==> src/rtl/boot_pkg.sv <==
// Shared types and default constants for the boot loader slice.
package boot_pkg;

  localparam int unsigned DefDataW = 16;
  localparam int unsigned DefRomAw = 4;
  localparam int unsigned DefRamAw = 8;

  localparam logic [15:0] DefExpCksum = 16'h9E0E;

  typedef enum logic [2:0] {
    StIdle,
    StRd,
    StWr,
    StDone,
    StErr
  } boot_state_e;

endpackage

==> src/rtl/boot_cksum.sv <==
// Additive modulo-2^DATA_W checksum of captured boot words, with match against the expected sum.
module boot_cksum
  import boot_pkg::*;
#(
  parameter int unsigned          DATA_W    = DefDataW,
  parameter logic [DATA_W-1:0]    EXP_CKSUM = DATA_W'(DefExpCksum)
) (
  input  logic              clk,
  input  logic              rst_n,
  input  logic              clr,
  input  logic              en,
  input  logic [DATA_W-1:0] din,
  output logic [DATA_W-1:0] sum,
  output logic              match
);

  logic [DATA_W-1:0] sum_q, sum_d;

  always_comb begin
    sum_d = sum_q;
    if (clr) begin
      sum_d = '0;
    end else if (en) begin
      sum_d = sum_q + din;
    end
  end

  always_ff @(posedge clk or negedge rst_n) begin
    if (!rst_n) begin
      sum_q <= '0;
    end else begin
      sum_q <= sum_d;
    end
  end

  assign sum   = sum_q;
  assign match = (sum_q == EXP_CKSUM);

endmodule

==> src/rtl/boot_loader.sv <==
// Copies WORDS boot-ROM words into program RAM, holding the CPU in reset until done.
// Optional checksum verification is enabled with the BOOT_CKSUM_EN macro.
module boot_loader
  import boot_pkg::*;
#(
  parameter int unsigned       ROM_AW     = DefRomAw,
  parameter int unsigned       DATA_W     = DefDataW,
  parameter int unsigned       RAM_AW     = DefRamAw,
  parameter int unsigned       SRC_BASE   = 0,
  parameter int unsigned       DST_BASE   = 0,
  parameter int unsigned       WORDS      = 7,
  parameter bit                AUTO_START = 1'b1,
  parameter logic [DATA_W-1:0] EXP_CKSUM  = DATA_W'(DefExpCksum)
) (
  input  logic              clk,
  input  logic              rst_n,
  input  logic              start,
  output logic              rom_cs,
  output logic              rom_we,
  output logic [ROM_AW-1:0] rom_addr,
  output logic [DATA_W-1:0] rom_din,
  input  logic [DATA_W-1:0] rom_dout,
  output logic              ram_cs,
  output logic              ram_we,
  output logic [RAM_AW-1:0] ram_addr,
  output logic [DATA_W-1:0] ram_wdata,
  output logic              busy,
  output logic              done,
  output logic              err,
`ifdef BOOT_CKSUM_EN
  output logic [DATA_W-1:0] cksum,
`endif
  output logic              cpu_rst_n
);

  // WORDS <= 2^ROM_AW, so the last index always fits in ROM_AW bits.
  localparam int unsigned CntW = ROM_AW;

  boot_state_e       state_q, state_d;
  logic [CntW-1:0]   cnt_q, cnt_d;
  logic [DATA_W-1:0] data_q;
  logic              first_q;
  logic              accept;
  logic              last;
  logic              rd_en;
  boot_state_e       fin_state;

  assign accept = (state_q inside {StIdle, StDone, StErr}) &&
                  (start || (AUTO_START && first_q));
  assign last   = (cnt_q == CntW'(WORDS - 1));
  assign rd_en  = (state_q == StRd);

`ifdef BOOT_CKSUM_EN
  logic cksum_ok;

  boot_cksum #(
    .DATA_W    (DATA_W),
    .EXP_CKSUM (EXP_CKSUM)
  ) u_cksum (
    .clk   (clk),
    .rst_n (rst_n),
    .clr   (accept),
    .en    (rd_en),
    .din   (rom_dout),
    .sum   (cksum),
    .match (cksum_ok)
  );

  assign fin_state = cksum_ok ? StDone : StErr;
`else
  logic unused_exp_cksum;

  assign unused_exp_cksum = ^EXP_CKSUM;
  assign fin_state        = StDone;
`endif

  always_ff @(posedge clk or negedge rst_n) begin
    if (!rst_n) begin
      state_q <= StIdle;
      cnt_q   <= '0;
      data_q  <= '0;
      first_q <= 1'b1;
    end else begin
      state_q <= state_d;
      cnt_q   <= cnt_d;
      first_q <= 1'b0;
      if (rd_en) begin
        data_q <= rom_dout;
      end
    end
  end

  always_comb begin
    state_d = state_q;
    cnt_d   = cnt_q;
    unique case (state_q)
      StIdle, StDone, StErr: begin
        if (accept) begin
          state_d = StRd;
          cnt_d   = '0;
        end
      end
      StRd: state_d = StWr;
      StWr: begin
        if (last) begin
          state_d = fin_state;
        end else begin
          state_d = StRd;
          cnt_d   = cnt_q + CntW'(1);
        end
      end
      default: state_d = StIdle;
    endcase
  end

  assign rom_we  = 1'b0;
  assign rom_din = '0;

  // Pure state decodes: rom_dout reaches outputs only through data_q.
  always_comb begin
    rom_cs    = 1'b0;
    rom_addr  = '0;
    ram_cs    = 1'b0;
    ram_we    = 1'b0;
    ram_addr  = '0;
    ram_wdata = '0;
    busy      = 1'b0;
    done      = 1'b0;
    err       = 1'b0;
    cpu_rst_n = 1'b0;
    unique case (state_q)
      StRd: begin
        rom_cs   = 1'b1;
        rom_addr = ROM_AW'(SRC_BASE + 32'(cnt_q));
        busy     = 1'b1;
      end
      StWr: begin
        ram_cs    = 1'b1;
        ram_we    = 1'b1;
        ram_addr  = RAM_AW'(DST_BASE + 32'(cnt_q));
        ram_wdata = data_q;
        busy      = 1'b1;
      end
      StDone: begin
        done      = 1'b1;
        cpu_rst_n = 1'b1;
      end
      StErr: begin
`ifdef BOOT_CKSUM_EN
        err = 1'b1;
`endif
      end
      default: ;
    endcase
  end

endmodule
==> config.mk <==
export PLATFORM = sky130hd
export DESIGN_NAME = boot_loader
export DESIGN_NICKNAME = d
export VERILOG_FILES = /design/src/rtl/boot_pkg.sv /design/src/rtl/boot_cksum.sv /design/src/rtl/boot_loader.sv
export SDC_FILE = /design/constraint.sdc
export NUM_CORES = 1
export LEC_CHECK = 0
export BUFFER_PORTS_ARGS = -buffer_cell sky130_fd_sc_hd__buf_2
export CAP_MARGIN = 20
export CORE_MARGIN = 4
export CORE_UTILIZATION = 45
export CTS_BUF_LIST = sky130_fd_sc_hd__clkbuf_4 sky130_fd_sc_hd__clkbuf_8
export DETAILED_ROUTE_END_ITERATION = 7
export HOLD_SLACK_MARGIN = 0.06
export PLACE_DENSITY_LB_ADDON = 0.15
export SETUP_SLACK_MARGIN = 0.4
export SLEW_MARGIN = 10
export SYNTH_ARGS = -nofsm -noshare
export SYNTH_HDL_FRONTEND = slang
export SYNTH_HIERARCHICAL = 1
export SYNTH_SLANG_ARGS = --single-unit
==> constraint.sdc <==
create_clock -name clk -period 1.9 [get_ports clk]
set_input_delay 0.095 -clock clk [delete_from_list [all_inputs] [get_ports clk]]
set_output_delay 0.095 -clock clk [all_outputs]
set_load 0.005 [all_outputs]
==> insert_results.sql, run 1 <==
INSERT INTO impl_metrics (metric_group, metric, value, unit) VALUES
('placed_design', 'dp_hpwl', '2100', 'um'),
('drt', 'detailroute.via_count', '1156', ''),
('placed_design', 'place.gp.congestion', '0.789', ''),
('synthesis', 'ys_async_sr_fraction', '100', '%'),
('setup_path', 'timing.setup.critical_path_class', 'reg2reg', ''),
('die', 'start_util', '46.7', '%'),
('finish', 'final_util', '66.8', '%'),
('synthesis', 'synth.largest_area_cell', 'sky130_fd_sc_hd__dfrtp_1', ''),
('synthesis', 'fraction_of_synthesized_cell_area_taken_by_the_top_area_cell_type', '38.9', '%'),
('drt', 'met2WireLength', '1770', 'um'),
('grt', 'grt_first_pass_wirelength', '5420', 'um'),
('finish', 'layout-drive-gt1-share', '45.7', '%'),
('synthesis', 'number_of_flops_mapped_to_enable_cells_by_yosys', '0', ''),
('drt', 'postRouteAntennaNets', '0', ''),
('synthesis', 'synth.avg_cell_area', '10.3', 'um2'),
('drt', 'routed_wl', '3370', 'um'),
('worst_hold_path', 'min-delay-path-class', 'in2reg', ''),
('synthesis', 'dominantRegCellSynth', 'sky130_fd_sc_hd__dfrtp_1', ''),
('clock_tree', 'cts_tree', 'built', ''),
('drt', 'route.detailed.vias_per_inst', '4.55', ''),
('drt', 'drt_drc_violations_left', '0', ''),
('clock_tree', 'cts.reportedPaths.clkPinSlew', '0.14', 'ns'),
('finish', 'fin_nets', '235', ''),
('timing', 'fin_crit', '1.53', 'ns'),
('clock_tree', 'root_buffer', 'sky130_fd_sc_hd__clkbuf_4', ''),
('drt', 'drt-met1-wl', '1380', 'um'),
('synthesis', 'post_synth_main_area_contributors', 'sky130_fd_sc_hd__dfrtp_1 39%, sky130_fd_sc_hd__buf_4 13%, sky130_fd_sc_hd__mux2_2 13%', ''),
('clock_tree', 'clk-insertion-delay-late', '0.31', 'ns'),
('timing', 'finalSetupViolCount', '0', ''),
('power_and_ir_drop', 'power_switching', '0.000952', 'W'),
('run_status', 'status', 'complete, no violations', ''),
('grt', 'globalRouteTotalUtil', '16.5', '%'),
('grt', 'grt_overflow_total', '0', ''),
('timing', 'relSlewSlack', '65.5', '%'),
('die', 'coreArea', '3030', 'um2'),
('placed_design', 'port_buffers', '48', ''),
('synthesis', 'post_synth_num_cell_types', '34', ''),
('grt', 'vias_in_the_first_global_route', '1169', ''),
('timing', 'clock.fmax', '655', 'MHz'),
('synthesis', 'synth.top_cells.by_count', '24 x sky130_fd_sc_hd__buf_4, 23 x sky130_fd_sc_hd__and2_1, 22 x sky130_fd_sc_hd__dfrtp_1', ''),
('drt', 'drtIter0Drc', '61', ''),
('timing', 'final-max-slew-violation-count', '0', ''),
('power_and_ir_drop', 'largest_vdd_supply_drop', '632', 'uV'),
('power_and_ir_drop', 'intPower', '0.00177', 'W'),
('setup_path', 'cp_max_fo', '7', ''),
('timing', 'timing_hold_violations_final', '0', ''),
('drt', 'top_signal_layer_used', 'met4', ''),
('setup_path', 'cp_cell_sequence', 'ha_4 > buf_12 > and4b_1 > o41ai_1 > a221o_1', ''),
('setup_path', 'crit_path_max_incr_delay', '0.44', 'ns'),
('synthesis', 'synth-warning-count', '6', ''),
('job', 'maxCapViolations', '0', ''),
('clock_tree', 'cts_num_sinks', '23', ''),
('timing', 'fin_setup_tns', '0', 'ns'),
('grt', 'grt_start_max_net_pins', '24', ''),
('finish', 'n_antenna_cell', '0', ''),
('drt', 'route.met3.wl', '194', 'um'),
('power_and_ir_drop', 'seqPwrFrac', '32.4', '%'),
('setup_path', 'setup.worst_path.start_class', 'register', ''),
('die', 'ioPinCount', '71', ''),
('die', 'fp.dieW', '64.1', 'um'),
('synthesis', 'synth.yosys.seq_area_share', '40.8', '%'),
('synthesis', 'synth.ff_latch_count', '23', ''),
('power_and_ir_drop', 'pwr-share-clk', '8.3', '%'),
('setup_path', 'worst_ep_required_time', '2.16', 'ns'),
('power_and_ir_drop', 'power_density', '1350', 'nW/um2'),
('clock_tree', 'cts_made_buffers', '3', ''),
('power_and_ir_drop', 'power_leakage', '1.04', 'nW'),
('die', 'placementRows', '20', ''),
('synthesis', 'synthesis.area', '1410', 'um2'),
('finish', 'syn_to_final_growth', '43.0', '%'),
('synthesis', 'postSynthCellCount', '137', '');
cell families (layout without fill, tap and decap cells):
kind of cell,Yosys count,after routing,synth area share (%)
AND/OR/NAND/NOR,39,39,17.2
buffers and inverters,37,88,16.5
flip-flops,23,23,40.8
AO/OA/AOI/OAI,16,16,8.14
multiplexers,16,16,12.7
adder cells (fa/ha/maj),5,5,4.42
other,1,23,0.265
registers in the layout, summed over array words and instances, names as in the netlist:
signal   count
state_q      2
data_q      16
first_q      1
cnt_q        4
critical path: cells and delay by family (launching register included):
family | cells | cell delay [ns]
flops | 1 | 0.44
buf+inv | 1 | 0.14
fa+ha+maj | 1 | 0.21
simple gates | 1 | 0.21
compound gates | 2 | 0.48
metal layers:
| layer | vias up | track usage (%) |
|---|---|---|
| li1 | 558 | - |
| met3 | 2 | 2.28 |
| met1 | 554 | 20.4 |
| met4 | 0 | 4.85 |
| met2 | 42 | 29.7 |
| met5 | - | 0 |
power by group through the flow:
| stage | registers (W) | logic [W] | clock network (W) |
|---|---|---|---|
| 3_5_place_dp | 0.000906 | 0.00121 | 0 |
| 2_1_floorplan | 0.000845 | 0.000886 | 0 |
| 5_1_grt | 0.000924 | 0.00177 | 0.000256 |
| 4_1_cts | 0.000887 | 0.00136 | 0.000232 |
| 6_report | 0.000883 | 0.00162 | 0.000227 |
| 3_3_place_gp | 0.000887 | 0.00118 | 0 |
through the flow:
| step | std cells | hold WS (ns) | instance area (um2) | setup slack (ns) | total power, W |
|---|---|---|---|---|---|
| 6_report | 254 | 0.180 | 2020 | 0.374 | 0.00273 |
| 5_1_grt | 254 | 0.180 | 2020 | 0.303 | 0.00295 |
| 4_1_cts | 249 | 0.159 | 1880 | 0.371 | 0.00248 |
| 3_5_place_dp | 222 | 0.0996 | 1620 | 0.303 | 0.00211 |
| 3_3_place_gp | 222 | 0.100 | 1620 | 0.351 | 0.00207 |
| 2_1_floorplan | 159 | -0.201 | 1510 | 0.373 | 0.00173 |
cell type report:
type	instances	area, um2
multi-input combinational	99	737
inverter	7	26.3
tap	44	55.1
fill	244	1010
timing repair buffer	77	597
sequential	23	579
clock buffer	3	22.5
clock inverter	1	5.00
what timing repair did:
action                                  CTS  global route
setup buffers                             6             4
cloned                                    0             1
hold buffers                             17             0
hold endpoints to repair                 38             0
gates resized for setup                   3            19
pin swaps                                 0             2
endpoints found under the setup margin   27            26
placed cells by master, fill, tap and decap left out, drive strengths merged, types with 4 or more instances in the layout:
cell / n
and2: 23
buf: 59
clkbuf: 4
conb: 23
dfrtp: 22
dlygate4sd3: 17
ha: 5
inv: 7
mux2: 16
final timing paths:
path	from	to	slack, ns	depth (start not counted)
min in group asynchronous	rst_n	data_q[5]	0.27	2
hold reg to reg	data_q[2]	data_q[2]	0.52	1
setup reg to reg	state_q[1]	cnt_q[1]	0.37	5
max in group asynchronous	rst_n	cnt_q[0]	1.26	2
hold / removal	start	state_q[0]	0.18	3
setup / recovery	state_q[1]	cnt_q[1]	0.37	5
No activity file was read; power rests on OpenSTA's default activity.
==> run 2, diff against run 1 <==
==> constraint.sdc (replaced) <==
create_clock -name clk -period 1.5 [get_ports clk]
set_input_delay 0.075 -clock clk [delete_from_list [all_inputs] [get_ports clk]]
set_output_delay 0.075 -clock clk [all_outputs]
set_load 0.005 [all_outputs]
==> run 2 against run 1 <==
Effect of this change: the flow now finishes with violations (negative setup slack); highest routed layer unchanged; power rose by 86%; clock-buffer cell count rose by 1; die area did not move; clock power rose by 44%; non-clock buffer count rose by 23; routed wire length rose by 35%; clock skew fell by 0.0020 ns; worst setup slack got worse by 0.38 ns; core utilization rose by 18 points; register-to-register slack got worse by 0.38 ns; sequential share of layout area fell by 6.2 points; combinational power rose by 120%; largest power group unchanged.
==> insert_results.sql, run 2 (synthesized netlist as in run 1, its figures left out) <==
INSERT INTO impl_metrics (metric_group, metric, value, unit) VALUES
('run_status', 'status', 'complete, but fails checks', ''),
('run_status', 'violations', 'negative setup slack', ''),
('die', 'ioPinCount', '71', ''),
('worst_hold_path', 'cell_depth_of_the_worst_hold_path', '3', ''),
('die', 'fp.dieW', '64.1', 'um'),
('placed_design', 'dp_hpwl', '2270', 'um'),
('drt', 'routed_wl', '4530', 'um'),
('timing', 'clock.fmax', '662', 'MHz'),
('clock_tree', 'root_buffer', 'sky130_fd_sc_hd__clkbuf_4', ''),
('finish', 'most_common_library_cell_in_the_layout_ignoring_fill_and_taps', 'sky130_fd_sc_hd__buf_6', ''),
('grt', 'vias_in_the_first_global_route', '1466', ''),
('setup_path', 'cp-end-kind', 'register', ''),
('grt', 'grt_first_pass_wirelength', '6940', 'um'),
('die', 'coreArea', '3030', 'um2'),
('setup_path', 'crit_path_max_incr_delay', '0.46', 'ns'),
('finish', 'finish.cell_count_without_fillers', '277', ''),
('finish', 'top_register', 'data_q', ''),
('power_and_ir_drop', 'largest_vdd_supply_drop', '1040', 'uV'),
('setup_path', 'critical_path.reg2reg.startpoint', 'state_q[1]', ''),
('finish', 'fin_nets', '258', ''),
('grt', 'initial_antenna_violation_count', '0', ''),
('job', 'maxCapViolations', '0', ''),
('timing', 'finalCritPeriodShare', '101', '%'),
('finish', 'layout-drive-gt1-share', '62.2', '%'),
('placed_design', 'place_inst', '229', ''),
('finish', 'stdcell_area', '2570', 'um2'),
('finish', 'syn_to_final_growth', '82.1', '%'),
('timing', 'tightest_slew', '0.545', 'ns'),
('timing', 'grt_setup_unrepaired', 'true', ''),
('die', 'placementRows', '20', ''),
('power_and_ir_drop', 'power_density', '1970', 'nW/um2'),
('clock_tree', 'cts_tree', 'built', ''),
('placed_design', 'placed_cell_area', '1680', 'um2'),
('worst_hold_path', 'hold_startpoint', 'start', ''),
('timing', 'timing_hold_violations_final', '0', ''),
('die', 'die_h', '64.1', 'um'),
('timing', 'finalSetupViolCount', '3', ''),
('finish', 'max_reg_flops', '16', ''),
('clock_tree', 'cts.reportedPaths.clkPinSlew', '0.14', 'ns'),
('setup_path', 'worst_ep_required_time', '1.76', 'ns'),
('grt', 'grt_start_max_net_pins', '24', ''),
('setup_path', 'ff2ff_setup_slack', '-0.01', 'ns'),
('timing', 'timing.clock.skew', '0.0121', 'ns'),
('setup_path', 'critPathArrivalTime', '1.77', 'ns'),
('placed_design', 'place.gp.congestion', '0.913', ''),
('grt', 'grt_overflow_total', '0', ''),
('worst_hold_path', 'min-delay-path-class', 'in2reg', ''),
('timing', 'final-max-slew-violation-count', '0', ''),
('timing', 'post-route-worst-setup-slack', '-0.00953', 'ns'),
('setup_path', 'worst_path_max_delay_cell', 'sky130_fd_sc_hd__dfrtp_2', ''),
('setup_path', 'timing.critical_path.buf_inv', '0', ''),
('power_and_ir_drop', 'power_leakage', '1.31', 'nW'),
('clock_tree', 'h_tree_levels', '1', ''),
('timing', 'relSlewSlack', '63.7', '%'),
('setup_path', 'timing.setup.critical_path_class', 'reg2reg', ''),
('timing', 'fin_setup_tns', '-0.0265', 'ns'),
('placed_design', 'port_buffers', '48', ''),
('setup_path', 'crit-reg2reg-capture', 'cnt_q[3]', ''),
('grt', 'globalRouteTotalUtil', '21.9', '%'),
('clock_tree', 'clk-insertion-delay-late', '0.33', 'ns'),
('die', 'design.die.area', '4100', 'um2'),
('drt', 'drtIter0Drc', '58', ''),
('clock_tree', 'cts_buffer_depth', '2', ''),
('finish', 'layout_common_cells', '44 x sky130_fd_sc_hd__buf_6, 23 x sky130_fd_sc_hd__and2_4, 23 x sky130_fd_sc_hd__conb_1, 21 x sky130_fd_sc_hd__dfrtp_1, 20 x sky130_fd_sc_hd__buf_2', ''),
('setup_path', 'cp_max_fo', '6', ''),
('finish', 'layout_top_registers', 'data_q: 16 flops, cnt_q: 4 flops, state_q: 2 flops', ''),
('setup_path', 'setup.worst_path.start_class', 'register', ''),
('drt', 'drt_first_pass_iters', '6', ''),
('timing', 'fin_crit', '1.51', 'ns'),
('setup_path', 'cp_cell_sequence', 'ha_4 > or3b_4 > o22a_1 > o211ai_1', ''),
('worst_hold_path', 'hold_end', 'state_q[0]', ''),
('finish', 'final_util', '85.0', '%'),
('clock_tree', 'cts_num_sinks', '23', ''),
('setup_path', 'r2r.worst_path.cells', '4', ''),
('setup_path', 'cp_top_family', 'flip-flops', ''),
('clock_tree', 'cts_made_buffers', '3', ''),
('die', 'start_util', '46.7', '%'),
('power_and_ir_drop', 'finalPower', '0.00507', 'W'),
('drt', 'postRouteAntennaNets', '0', ''),
('drt', 'route.detailed.vias_per_inst', '4.77', ''),
('drt', 'drt_drc_violations_left', '0', ''),
('finish', 'n_antenna_cell', '0', ''),
('drt', 'detailroute.via_count', '1321', ''),
('drt', 'avgRoutedWirePerCell', '16.4', 'um');
[run 2: worst max path at each step]
stage | startpoint | to | depth (start not counted)
2_1_floorplan | state_q[0] | cnt_q[3] | 6
3_3_place_gp | state_q[1] | cnt_q[3] | 4
3_5_place_dp | state_q[1] | cnt_q[3] | 4
4_1_cts | state_q[1] | cnt_q[3] | 4
5_1_grt | state_q[0] | ram_wdata[4] | 5
6_report | state_q[1] | cnt_q[3] | 4
[run 2: final cells by class]
type / count / area [um2]
Timing Repair Buffer: 100 / 998
Multi-Input combinational cell: 99 / 887
Sequential cell: 23 / 578
Fill cell: 154 / 453
Tap cell: 44 / 55.1
Clock buffer: 4 / 30.0
Inverter: 7 / 26.3
[run 2: tightest hold or removal path, delay by kind of cell]
kind / cells / cell delay [ns]
buffers and inverters: 1 / 0.13
AND/OR/NAND/NOR: 1 / 0.17
AO/OA/AOI/OAI: 1 / 0.07
[run 2: metrics by stage]
stage | setup WS, ns | hold WS (ns)
global placement | -0.0153 | 0.0824
finish | -0.00953 | 0.148
global route | -0.0670 | 0.148
detailed placement | -0.0540 | 0.0837
floorplan | -0.0271 | -0.221
CTS | -0.0155 | 0.123
[run 2: power breakdown]
group | total (W) | internal, W | switching [W]
Clock | 0.000326 | 0.000122 | 0.000203
Combinational | 0.00359 | 0.00234 | 0.00125
Sequential | 0.00115 | 0.000920 | 0.000234
[run 2: metal layers]
layer  up-vias  share of wire (%)  track usage [%]  wire length (um)
li1        603                  -                -                 -
met1       630                 37             23.5              1680
met2        74                 54             40.9              2460
met3        14                5.7             4.39               257
met4         0                2.9             9.16               133
met5         -                  0                0                 0
[run 2: what timing repair did]
item                                    CTS  global route
pin swaps                                14             9
cloned                                    3             1
endpoints found under the hold margin    38             0
hold buffers                             17             0
endpoints found under the setup margin   52            52
resized for setup                        84            21
buffers inserted                         13            10
==> run 3, diff against run 2 <==
--- a/config.mk
+++ b/config.mk
@@ -9,7 +9,6 @@
 export CAP_MARGIN = 20
 export CORE_MARGIN = 4
 export CORE_UTILIZATION = 45
-export CTS_BUF_LIST = sky130_fd_sc_hd__clkbuf_4 sky130_fd_sc_hd__clkbuf_8
 export DETAILED_ROUTE_END_ITERATION = 7
 export HOLD_SLACK_MARGIN = 0.06
 export PLACE_DENSITY_LB_ADDON = 0.15
==> constraint.sdc (replaced) <==
create_clock -name clk -period 1.5 [get_ports clk]
set_input_delay 0.3 -clock clk [delete_from_list [all_inputs] [get_ports clk]]
set_output_delay 0.3 -clock clk [all_outputs]
set_load 0.005 [all_outputs]
==> run 3 against run 2 <==
Effect of this change: the flow still finishes with violations (negative setup slack); sequential share of layout area grew 4.3 points; worst hold slack improved by 0.066 ns; clock power decreased by 11%; sequential power decreased by 3%; routed wire length down 22%; via count decreased by 11%; core utilization is 14 points lower; critical path type is now reg2out.
==> insert_results.sql, run 3 (synthesized netlist as in run 1, its figures left out) <==
INSERT INTO impl_metrics (metric_group, metric, value, unit) VALUES
('die', 'fp.dieW', '64.1', 'um'),
('clock_tree', 'cts.reportedPaths.clkPinSlew', '0.13', 'ns'),
('power_and_ir_drop', 'seqPwrFrac', '26.1', '%'),
('timing', 'timing_hold_violations_final', '0', ''),
('finish', 'layout_top_registers', 'data_q: 16 flops, cnt_q: 4 flops, state_q: 2 flops', ''),
('finish', 'syn_to_final_growth', '52.7', '%'),
('finish', 'layout-drive-gt1-share', '61.5', '%'),
('clock_tree', 'cts_num_sinks', '23', ''),
('run_status', 'status', 'complete, but fails checks', ''),
('timing', 'fin_crit', '1.71', 'ns'),
('clock_tree', 'cts_tree', 'built', ''),
('drt', 'avgRoutedWirePerCell', '13.8', 'um'),
('finish', 'final_util', '71.3', '%'),
('drt', 'met2WireLength', '1880', 'um'),
('die', 'design.die.area', '4100', 'um2'),
('power_and_ir_drop', 'intPower', '0.00285', 'W'),
('setup_path', 'cp_top_family', 'flip-flops', ''),
('placed_design', 'dpl_worst_slack', '-0.0720', 'ns'),
('job', 'maxCapViolations', '0', ''),
('die', 'ioPinCount', '71', ''),
('clock_tree', 'root_buffer', 'sky130_fd_sc_hd__clkbuf_4', ''),
('run_status', 'violations', 'negative setup slack', ''),
('power_and_ir_drop', 'power_switching_share', '32.8', '%'),
('setup_path', 'setup.worst_path.start_class', 'register', ''),
('timing', 'tightest_slew', '0.524', 'ns'),
('finish', 'layout_common_cells', '31 x sky130_fd_sc_hd__buf_2, 28 x sky130_fd_sc_hd__buf_6, 23 x sky130_fd_sc_hd__conb_1, 21 x sky130_fd_sc_hd__dfrtp_1, 17 x sky130_fd_sc_hd__buf_4', ''),
('placed_design', 'dp_hpwl', '2230', 'um'),
('drt', 'drt-met1-wl', '1380', 'um'),
('finish', 'top_register', 'data_q', ''),
('drt', 'top_signal_layer_used', 'met4', ''),
('power_and_ir_drop', 'power.share.combinational', '67.1', '%'),
('setup_path', 'worst_path_max_delay_cell', 'sky130_fd_sc_hd__dfrtp_1', ''),
('grt', 'grt_start_max_net_pins', '24', ''),
('timing', 'relSlewSlack', '65.1', '%'),
('timing', 'finalCritPeriodShare', '114', '%'),
('finish', 'n_antenna_cell', '0', ''),
('finish', 'finish.cell_count_without_fillers', '257', ''),
('drt', 'drtIter0Drc', '36', ''),
('placed_design', 'place.gp.congestion', '0.864', ''),
('grt', 'vias_in_the_first_global_route', '1243', ''),
('setup_path', 'cp_max_fo', '17', ''),
('die', 'start_util', '46.7', '%'),
('drt', 'route.detailed.vias_per_inst', '4.59', ''),
('grt', 'initial_antenna_violation_count', '0', ''),
('setup_path', 'crit_path_max_incr_delay', '0.43', 'ns'),
('setup_path', 'cp-end-kind', 'output pin', ''),
('grt', 'grt_overflow_total', '0', ''),
('drt', 'drt_drc_violations_left', '0', ''),
('clock_tree', 'cts_buffer_depth', '2', ''),
('drt', 'routed_wl', '3550', 'um'),
('die', 'coreArea', '3030', 'um2'),
('placed_design', 'place_inst', '233', ''),
('finish', 'max_reg_flops', '16', ''),
('drt', 'detailroute.via_count', '1179', ''),
('drt', 'route.met3.wl', '208', 'um'),
('setup_path', 'timing.setup.critical_path_class', 'reg2out', ''),
('finish', 'fin_nets', '238', ''),
('finish', 'most_common_library_cell_in_the_layout_ignoring_fill_and_taps', 'sky130_fd_sc_hd__buf_2', ''),
('timing', 'clock.fmax', '585', 'MHz'),
('timing', 'timing.clock.skew', '0.00221', 'ns'),
('clock_tree', 'cts_made_buffers', '3', ''),
('timing', 'finalSetupViolCount', '39', ''),
('timing', 'final-max-slew-violation-count', '0', ''),
('power_and_ir_drop', 'power_density', '1970', 'nW/um2'),
('drt', 'drt_first_pass_iters', '3', ''),
('power_and_ir_drop', 'pwr-share-clk', '6.8', '%'),
('timing', 'grt_setup_unrepaired', 'true', ''),
('timing', 'hold-worst-slack', '0.215', 'ns'),
('timing', 'post-route-worst-setup-slack', '-0.209', 'ns'),
('power_and_ir_drop', 'power_leakage', '1.09', 'nW'),
('clock_tree', 'clk-insertion-delay-late', '0.30', 'ns'),
('die', 'die_h', '64.1', 'um'),
('clock_tree', 'h_tree_levels', '1', ''),
('worst_hold_path', 'min-delay-path-class', 'in2reg', ''),
('die', 'placementRows', '20', ''),
('setup_path', 'cp_cell_sequence', 'inv_2 > ha_4 > buf_12 > and2_1 > buf_2', ''),
('setup_path', 'timing.critical_path.buf_inv', '3', ''),
('setup_path', 'worst_ep_required_time', '1.20', 'ns'),
('power_and_ir_drop', 'largest_vdd_supply_drop', '1110', 'uV'),
('grt', 'globalRouteTotalUtil', '16.9', '%'),
('grt', 'grt_first_pass_wirelength', '5480', 'um'),
('power_and_ir_drop', 'power_switching', '0.00139', 'W'),
('timing', 'fin_setup_tns', '-5.48', 'ns'),
('drt', 'postRouteAntennaNets', '0', ''),
('setup_path', 'critPathArrivalTime', '1.41', 'ns'),
('placed_design', 'port_buffers', '48', '');
[run 3: area by class of cell]
class / instances / area [um2]
fillers: 219 / 868
repair buffers: 80 / 681
well taps: 44 / 55.1
clock buffers: 4 / 26.3
inverters: 7 / 28.8
multi-input cells: 99 / 791
flip-flops and latches: 23 / 578
[run 3: power by group through the flow]
stage / clock network, W / registers (W) / logic (W)
after floorplan: 0 / 0.00109 / 0.00128
after global placement: 0 / 0.00109 / 0.00182
after detailed placement: 0 / 0.00112 / 0.00186
after CTS: 0.000301 / 0.00110 / 0.00244
after global routing: 0.000336 / 0.00115 / 0.00309
final: 0.000289 / 0.00111 / 0.00285
[run 3: worst reg2reg max path: stages, from the launching register on]
cell	delay, ns
sky130_fd_sc_hd__dfrtp_1	0.42
sky130_fd_sc_hd__inv_2	0.06
sky130_fd_sc_hd__ha_4	0.19
sky130_fd_sc_hd__buf_4	0.14
sky130_fd_sc_hd__buf_6	0.11
sky130_fd_sc_hd__buf_6	0.11
sky130_fd_sc_hd__o21a_1	0.13
sky130_fd_sc_hd__buf_6	0.13
sky130_fd_sc_hd__a221o_1	0.30
[run 3: worst paths after layout]
| check | startpoint | endpoint | slack [ns] | cells past startpoint |
|---|---|---|---|---|
| min in group asynchronous | rst_n | data_q[12] | 0.50 | 2 |
| max in group asynchronous | rst_n | state_q[1] | 0.63 | 2 |
| hold / removal | rom_dout[9] | data_q[9] | 0.21 | 2 |
| hold reg to reg | data_q[9] | data_q[9] | 0.51 | 1 |
| setup / recovery | state_q[0] | ram_wdata[6] | -0.21 | 5 |
| setup reg to reg | state_q[0] | cnt_q[1] | -0.20 | 8 |
[run 3: stage by stage]
step	area [um2]	power (W)
global placement	1740	0.00292
floorplan	1580	0.00237
detailed placement	1740	0.00298
CTS	1990	0.00384
finish	2160	0.00424
global route	2160	0.00457
[run 3: per-layer routing]
metal	vias to the layer above	global-route usage, %
li1	561	-
met1	564	19.8
met2	45	29.4
met3	9	2.81
met4	0	8.63
met5	-	0
[run 3: what timing repair did]
action | CTS | global route
gates resized for setup | 21 | 25
buffers inserted | 12 | 6
hold endpoints to repair | 22 | 0
cloned | 1 | 0
setup endpoints to repair | 52 | 52
hold buffers | 1 | 0
pin swaps | 5 | 6
